`config.mk`:
```
export PLATFORM = sky130hd
export DESIGN_NAME = event_trigger_sched
export DESIGN_NICKNAME = d
export VERILOG_FILES = /design/src/rtl/event_trigger_sched.sv
export SDC_FILE = /design/constraint.sdc
export NUM_CORES = 1
export LEC_CHECK = 0
export BUFFER_PORTS_ARGS = -buffer_cell sky130_fd_sc_hd__buf_2
export CAP_MARGIN = 10
export CORE_ASPECT_RATIO = 1.4
export CORE_MARGIN = 5
export CORE_UTILIZATION = 48
export CTS_CLUSTER_SIZE = 16
export DETAILED_ROUTE_END_ITERATION = 10
export GPL_ROUTABILITY_DRIVEN = 0
export PLACE_DENSITY = 0.78
export SLEW_MARGIN = 0
export SYNTH_ARGS = -nofsm -noshare
export SYNTH_HDL_FRONTEND = slang
export SYNTH_SLANG_ARGS = --single-unit
```
`constraint.sdc`:
```
create_clock -name clk -period 1.8 [get_ports clk]
set_clock_uncertainty 0.15 [all_clocks]
set_input_delay 0.09 -clock clk [delete_from_list [all_inputs] [get_ports clk]]
set_output_delay 0.09 -clock clk [all_outputs]
set_load 0.01 [all_outputs]
```
`src/rtl/event_trigger_sched.sv`:
```
// event_trigger_sched: shares one event-trigger resource between NREQ requesters.
// A request won in IDLE fires a one-cycle trig tagged with the winner's index. After
// HOLD_CYCLES hold-off cycles a one-hot done pulse goes back to that winner.
// Build option: define EVT_SCHED_FIXED_PRIO_EN for fixed priority, where the lowest index
// wins. When the macro is undefined, a rotating round-robin pointer picks the winner.
module event_trigger_sched #(
  parameter int NREQ        = 4,
  parameter int HOLD_CYCLES = 1,
  localparam int IDW        = $clog2(NREQ)
) (
  input  logic            clk,
  input  logic            reset,
  input  logic [NREQ-1:0] req,
  output logic            trig,
  output logic [IDW-1:0]  trig_id,
  output logic [NREQ-1:0] done,
  output logic            busy,
  output logic [15:0]     fire_count
);

  typedef enum logic [1:0] {
    S_IDLE,
    S_FIRE,
    S_WAIT,
    S_DONE
  } state_t;

  // The WAIT state counts down from HOLD_CYCLES-1 to 0, so it lasts exactly HOLD_CYCLES cycles.
  localparam logic [3:0] HOLD_LOAD = (HOLD_CYCLES > 0) ? 4'(HOLD_CYCLES - 1) : 4'd0;

  state_t           state_reg, state_next;
  logic [IDW-1:0]   trig_id_reg, trig_id_next;
  logic [3:0]       hold_cnt_reg, hold_cnt_next;
  logic [15:0]      fire_count_reg, fire_count_next;
  logic [IDW-1:0]   grant_idx;
  logic             done_state;

  // Return the index of the lowest set bit. Return 0 when no bit is set.
  function automatic logic [IDW-1:0] lowest_set(input logic [NREQ-1:0] v);
    lowest_set = '0;
    for (int i = NREQ - 1; i >= 0; i--) begin
      if (v[i]) lowest_set = IDW'(i);
    end
  endfunction

`ifdef EVT_SCHED_FIXED_PRIO_EN
  // Fixed priority: the lowest requesting index always wins.
  always_comb begin
    grant_idx = lowest_set(req);
  end
`else
  logic [IDW-1:0]  rr_ptr_reg, rr_ptr_next;
  logic [NREQ-1:0] rr_mask;
  logic [NREQ-1:0] req_upper;

  // Round robin: prefer requests at or above the pointer. Otherwise wrap to the lowest one.
  always_comb begin
    rr_mask   = ~((NREQ'(1) << rr_ptr_reg) - NREQ'(1));
    req_upper = req & rr_mask;
    if (|req_upper) grant_idx = lowest_set(req_upper);
    else            grant_idx = lowest_set(req);
  end

  // Advance the pointer to the index just past the winner, and only when a grant is taken.
  always_comb begin
    rr_ptr_next = rr_ptr_reg;
    if (state_reg == S_IDLE && (|req)) begin
      if (grant_idx == IDW'(NREQ - 1)) rr_ptr_next = '0;
      else                             rr_ptr_next = grant_idx + IDW'(1);
    end
  end

  // Hold the round-robin pointer.
  always_ff @(posedge clk or posedge reset) begin
    if (reset) rr_ptr_reg <= '0;
    else       rr_ptr_reg <= rr_ptr_next;
  end
`endif

  // FSM next state and state-decoded outputs. Requests are looked at only in IDLE.
  always_comb begin
    state_next      = state_reg;
    trig_id_next    = trig_id_reg;
    hold_cnt_next   = hold_cnt_reg;
    fire_count_next = fire_count_reg;
    trig            = 1'b0;
    busy            = 1'b0;
    done_state      = 1'b0;
    case (state_reg)
      S_IDLE: begin
        if (|req) begin
          state_next   = S_FIRE;
          trig_id_next = grant_idx;
        end
      end
      S_FIRE: begin
        trig            = 1'b1;
        busy            = 1'b1;
        fire_count_next = fire_count_reg + 16'd1;
        if (HOLD_CYCLES > 0) begin
          state_next    = S_WAIT;
          hold_cnt_next = HOLD_LOAD;
        end else begin
          state_next = S_DONE;
        end
      end
      S_WAIT: begin
        busy = 1'b1;
        if (hold_cnt_reg == 4'd0) state_next = S_DONE;
        else                      hold_cnt_next = hold_cnt_reg - 4'd1;
      end
      S_DONE: begin
        busy       = 1'b1;
        done_state = 1'b1;
        state_next = S_IDLE;
      end
      default: state_next = S_IDLE;
    endcase
  end

  // State and datapath registers. Reset abandons any firing in progress.
  always_ff @(posedge clk or posedge reset) begin
    if (reset) begin
      state_reg      <= S_IDLE;
      trig_id_reg    <= '0;
      hold_cnt_reg   <= 4'd0;
      fire_count_reg <= 16'd0;
    end else begin
      state_reg      <= state_next;
      trig_id_reg    <= trig_id_next;
      hold_cnt_reg   <= hold_cnt_next;
      fire_count_reg <= fire_count_next;
    end
  end

  // Send the one-hot done pulse to the granted requester.
  genvar gi;
  generate
    for (gi = 0; gi < NREQ; gi++) begin : g_done
      assign done[gi] = done_state && (trig_id_reg == IDW'(gi));
    end
  endgenerate

  assign trig_id    = trig_id_reg;
  assign fire_count = fire_count_reg;

endmodule

```
# Word level (Yosys, flattened, before mapping)
# Index checks and enable logic that the tools add are counted.
classes:
  addsub: 4
  n_eq_ne: 10
  n_shift: 1
  bitwise_logic: 2
  muxes: 18
  n_reduce_logical: 15
ops:
  columns: ["op", "count"]
  rows:
  - ["$mux W2", 12]
  - ["$add A16 B1 Y16 const B", 1]
  - ["$eq A2 B2 Y1 const B", 5]
  - ["$pmux W2 S4", 1]
  - ["$pmux W4 S2", 1]
  - ["$reduce_or A4 Y1", 2]
  - ["$reduce_and A2 Y1", 3]
  - ["$logic_and A1 B1 Y1", 5]
  - ["$and A4 B4 Y4", 1]
  - ["$eq A2 B1 Y1 const B", 2]
  - ["$logic_not A2 Y1", 2]
  - ["$logic_not A4 Y1", 1]
  - ["$mux W4", 1]
  - ["$ne A2 B2 Y1 const B", 2]
  - ["$not A4 Y4", 1]
  - ["$shl A1 B2 Y4 const A", 1]
  - ["$sub A4 B1 Y4 const B", 1]
  - ["$sub A4 B2 Y4 const B", 1]
  - ["$mux W1", 3]
  - ["$reduce_or A3 Y1", 1]
  - ["$add A2 B1 Y2 const B", 1]
  - ["$ne A2 B1 Y1 const B", 1]
  - ["$reduce_bool A2 Y1", 1]
word_totals:
  output_inout_bits: 24
  inputBits: 6
  elab_cells: 55
  reg_bits: 26

# Depth between registers and ports, before layout
depth:
  word_depth: 11
  ltp_mapped: 5
  ltp_nobuf: 5

# Worst setup path before layout
# Ideal clock, no wire load.
synth_path:
  kind: "register -> register"
  startpoint: "reg hold_cnt_reg[0]"
  endpoint: "reg state_reg[1]"
  path_stages_with_launch: 6
  arrival_ns: 1.512
  setup_time_ns: 0.125
  period_less_slack_ns: 1.787
  required_ns: 1.525
  path_buffers: 0
  setup_slack_ns: 0.013
  cell_sequence: "dfrtp_1 inv_1 ha_1 or3b_1 a22oi_2 mux2_2"
synth_via:
  elab_chain_len: 3
synth_lines:
  columns: ["item", "line", "text"]
  rows:
  - ["from (decl)", "33", "logic [3:0] hold_cnt_reg, hold_cnt_next;"]
  - ["from (signal assigned)", "131", "hold_cnt_reg <= hold_cnt_next;"]
  - ["$logic_not A4 Y1", "109", "if (hold_cnt_reg == 4'd0) state_next = S_DONE;"]
  - ["$ne A2 B2 Y1 (no source line)", null, null]
  - ["$reduce_and A2 Y1 (no source line)", null, null]
  - ["to (signal assigned)", "129", "state_reg <= state_next;"]
  - ["to (decl)", "31", "state_t state_reg, state_next;"]
# No other way between the ends.
# A chain may end at the register's enable or synchronous reset.

# Worst setup path in the final report
layout_path:
  startpoint: "reg hold_cnt_reg[1]"
  endpoint: "reg state_reg[1]"
# The elaborated chain is that of the path after synthesis.

==> results.json <==
{
  "critPathSlowestCell": "dfrtp_1",
  "path_buf_inv": 1,
  "status": "finished, final reports clean",
  "hold_class": "in2reg",
  "hpwlAfterDp_um": 2082,
  "rr_startpoint": "hold_cnt_reg[1]",
  "finalHoldViolCount": 0,
  "async_reset_ff_share_pct": 100.0,
  "drc": 0,
  "grt_use_total_pct": 15.02,
  "die_area_sq_um": 4078,
  "initial_utilization_pct": 49.16,
  "largest_register_ffs": 16,
  "cp-start-kind": "register",
  "worstRegToRegCells": 5,
  "fillers": 248,
  "crit_path_cell_trace": "inv_1 > ha_2 > or3b_4 > a22oi_2 > mux2_4",
  "synth_edf_count": 0,
  "swShare_pct": 37.46,
  "power_mw": 2.157,
  "cts_buffers": 3,
  "wl_per_cell_um": 14.01,
  "combPwrFrac_pct": 39.7,
  "netlist_area_sq_um": 1386,
  "ant_nets": 0,
  "synthDistinctLibCells": 32,
  "min_period_ns": 1.797,
  "reg2reg_to": "state_reg[1]",
  "r2r_slack_ns": 0.003,
  "worstSetupStartpoint": "hold_cnt_reg[1]",
  "cts_buffer_depth": 2,
  "wirelength_um": 2873,
  "pin_count": 30,
  "rsz0062_at_grt": "yes",
  "path_class": "reg2reg",
  "ir_drop_v": 0.0007314,
  "crit_path_max_fanout": 2,
  "drtIter0Drc": 28,
  "slowest_delay_ns": 0.40,
  "antenna_found_initial": 0,
  "p_per_area_nw_per_um2": 1225,
  "holdWs_ns": 0.1005,
  "final_util_pct": 62.42,
  "overflow": 0,
  "layout-drive-gt1-share_pct": 35.71,
  "arrival_ns": 1.82,
  "cp_data_required_time_ns": 1.82,
  "cap_violations": 0,
  "worst_slack_ns": 0.002661,
  "die_x_um": 55.42,
  "htreeDepth": 1,
  "grt_max_degree": 27,
  "rows": 23,
  "io_buffers": 29,
  "pre_cts_ws_ns": -0.02266,
  "core_region_area_sq_um": 2820,
  "p_switching_uw": 808.0,
  "grt_pass1_wl_um": 4878,
  "seq_area_sq_um": 651.9,
  "ys_seq_area_share_pct": 46.93,
  "slew_headroom_pct": 71.36,
  "worst_pin_slew_ns": 0.4282,
  "endpoint_kind": "register",
  "die_y_um": 73.59,
  "area_growth_pct": 26.99,
  "vias_per_cell": 5.400,
  "vias": 1107,
  "synth_ff_type": "dfrtp_1",
  "cts.sinks": 26,
  "nets": 183,
  "p_leak_nw": 0.9304,
  "antennaDiodeCount": 0,
  "yosys_warnings": 0,
  "worstSetupEndpoint": "state_reg[1]",
  "seqPwrFrac_pct": 42.6,
  "syn-num-nets": 137,
  "period_share_pct": 99.85,
  "clock.fmax_mhz": 556.4,
  "root_buffer": "clkbuf_8",
  "pwr-share-clk_pct": 17.7,
  "insertion_delay_ns": 0.27,
  "synthCells": 123,
  "dr.pass1.iters": 4,
  "ys_seq_elements": 26,
  "tritoncts": "built",
  "cpLargestDelayFamily": "flip-flops",
  "first_global_vias": 1059,
  "cts.reportedPaths.clkPinSlew_ns": 0.09,
  "p_int_mw": 1.349,
  "syn_area_per_cell_sq_um": 11.27,
  "crit_cells": 5,
  "multi_input_area_sq_um": 739.5,
  "setup_violations": 0,
  "slew_viol_final": 0
}
tightest hold or removal path, cell delays in order:
cell and delay [ns]:
buf_2 0.14, o41ai_4 0.12, nand2_1 0.07, o31ai_1 0.07
per-stage QoR:
step | cells | setup TNS, ns | cell area [sq um]
after floorplan | 123 | 0 | 1386
after global placement | 195 | 0 | 1623
after detailed placement | 195 | -0.02266 | 1623
after CTS | 202 | 0 | 1703
after global routing | 205 | -0.09783 | 1760
final | 205 | 0 | 1760
area by class of cell:
class / instances / share of cell area (%)
well taps: 37 / 2.630
flip-flops and latches: 26 / 37.03
repair buffers: 41 / 13.72
multi-input cells: 90 / 42.00
clock buffers: 4 / 3.127
inverters: 7 / 1.493
power groups by stage:
| stage | Clock, mW | Sequential, mW | Combinational (mW) |
|---|---|---|---|
| 2_1_floorplan | 0 | 0.941 | 0.505 |
| 3_3_place_gp | 0 | 0.914 | 0.796 |
| 3_5_place_dp | 0 | 0.925 | 0.827 |
| 4_1_cts | 0.395 | 0.913 | 0.835 |
| 5_1_grt | 0.425 | 0.942 | 0.954 |
| 6_report | 0.382 | 0.919 | 0.856 |
what timing repair did:
item | 4_1_cts | 5_1_grt
setup endpoints to repair | 1 | 6
resized for setup | 0 | 8
hold buffers | 1 | 0
pin swaps | 1 | 4
setup buffers | 2 | 3
endpoints found under the hold margin | 26 | 0
layer usage:
metal | share of wire (%) | track usage (%)
met4 | 1.3 | 5.676
met1 | 42 | 16.98
met5 | 0 | 0
met2 | 51 | 26.97
met3 | 6.4 | 4.042
worst min-delay path by stage:
stage                       from        endpoint  slack (ns)  depth (start not counted)
after global routing      req[1]   rr_ptr_reg[0]        0.12                          4
after detailed placement   reset  fire_count[11]        0.01                          3
after global placement     reset  fire_count[10]       0.003                          3
after CTS                 req[0]   rr_ptr_reg[0]        0.09                          4
after floorplan            reset   fire_count[0]       -0.02                          1
final                     req[1]   rr_ptr_reg[0]        0.10                          4
cell usage in the layout (no fill, tap or decap), types with 2 or more instances in the layout:
cell / n
nand4_4: 2
inv_1: 7
nand2_1: 17
buf_4: 10
xnor2_1: 4
mux2i_1: 4
o31ai_1: 2
nor2_1: 5
nor3_1: 4
nor4_1: 3
xor2_1: 11
nand4_1: 4
ha_1: 7
clkbuf_8: 4
nor4_2: 2
nand2b_1: 2
nand3_1: 2
buf_2: 29
mux2_2: 3
dfrtp_1: 25
cell usage after synthesis (all sizes together), types with 2 or more instances:
cell type,n,area share [%]
and3,2,0.99
dfrtp,26,47
ha,8,7.2
inv,7,1.9
mux2,4,3.2
mux2i,4,2.9
nand2,17,4.6
nand2b,2,0.90
nand3,2,0.72
nand4,6,4.9
nor2,5,1.4
nor3,4,1.4
nor4,5,2.7
o31ai,2,1.1
or3b,2,1.3
xnor2,4,2.5
xor2,11,6.9
kinds of logic after synthesis:
logic type / share of synthesized area, %
xor+xnor: 9.476
compound gates: 7.310
buf+inv: 1.896
mux: 6.137
fa+ha+maj: 7.221
flops: 46.93
simple gates: 21.03
Power figures use the tool's default switching activity.
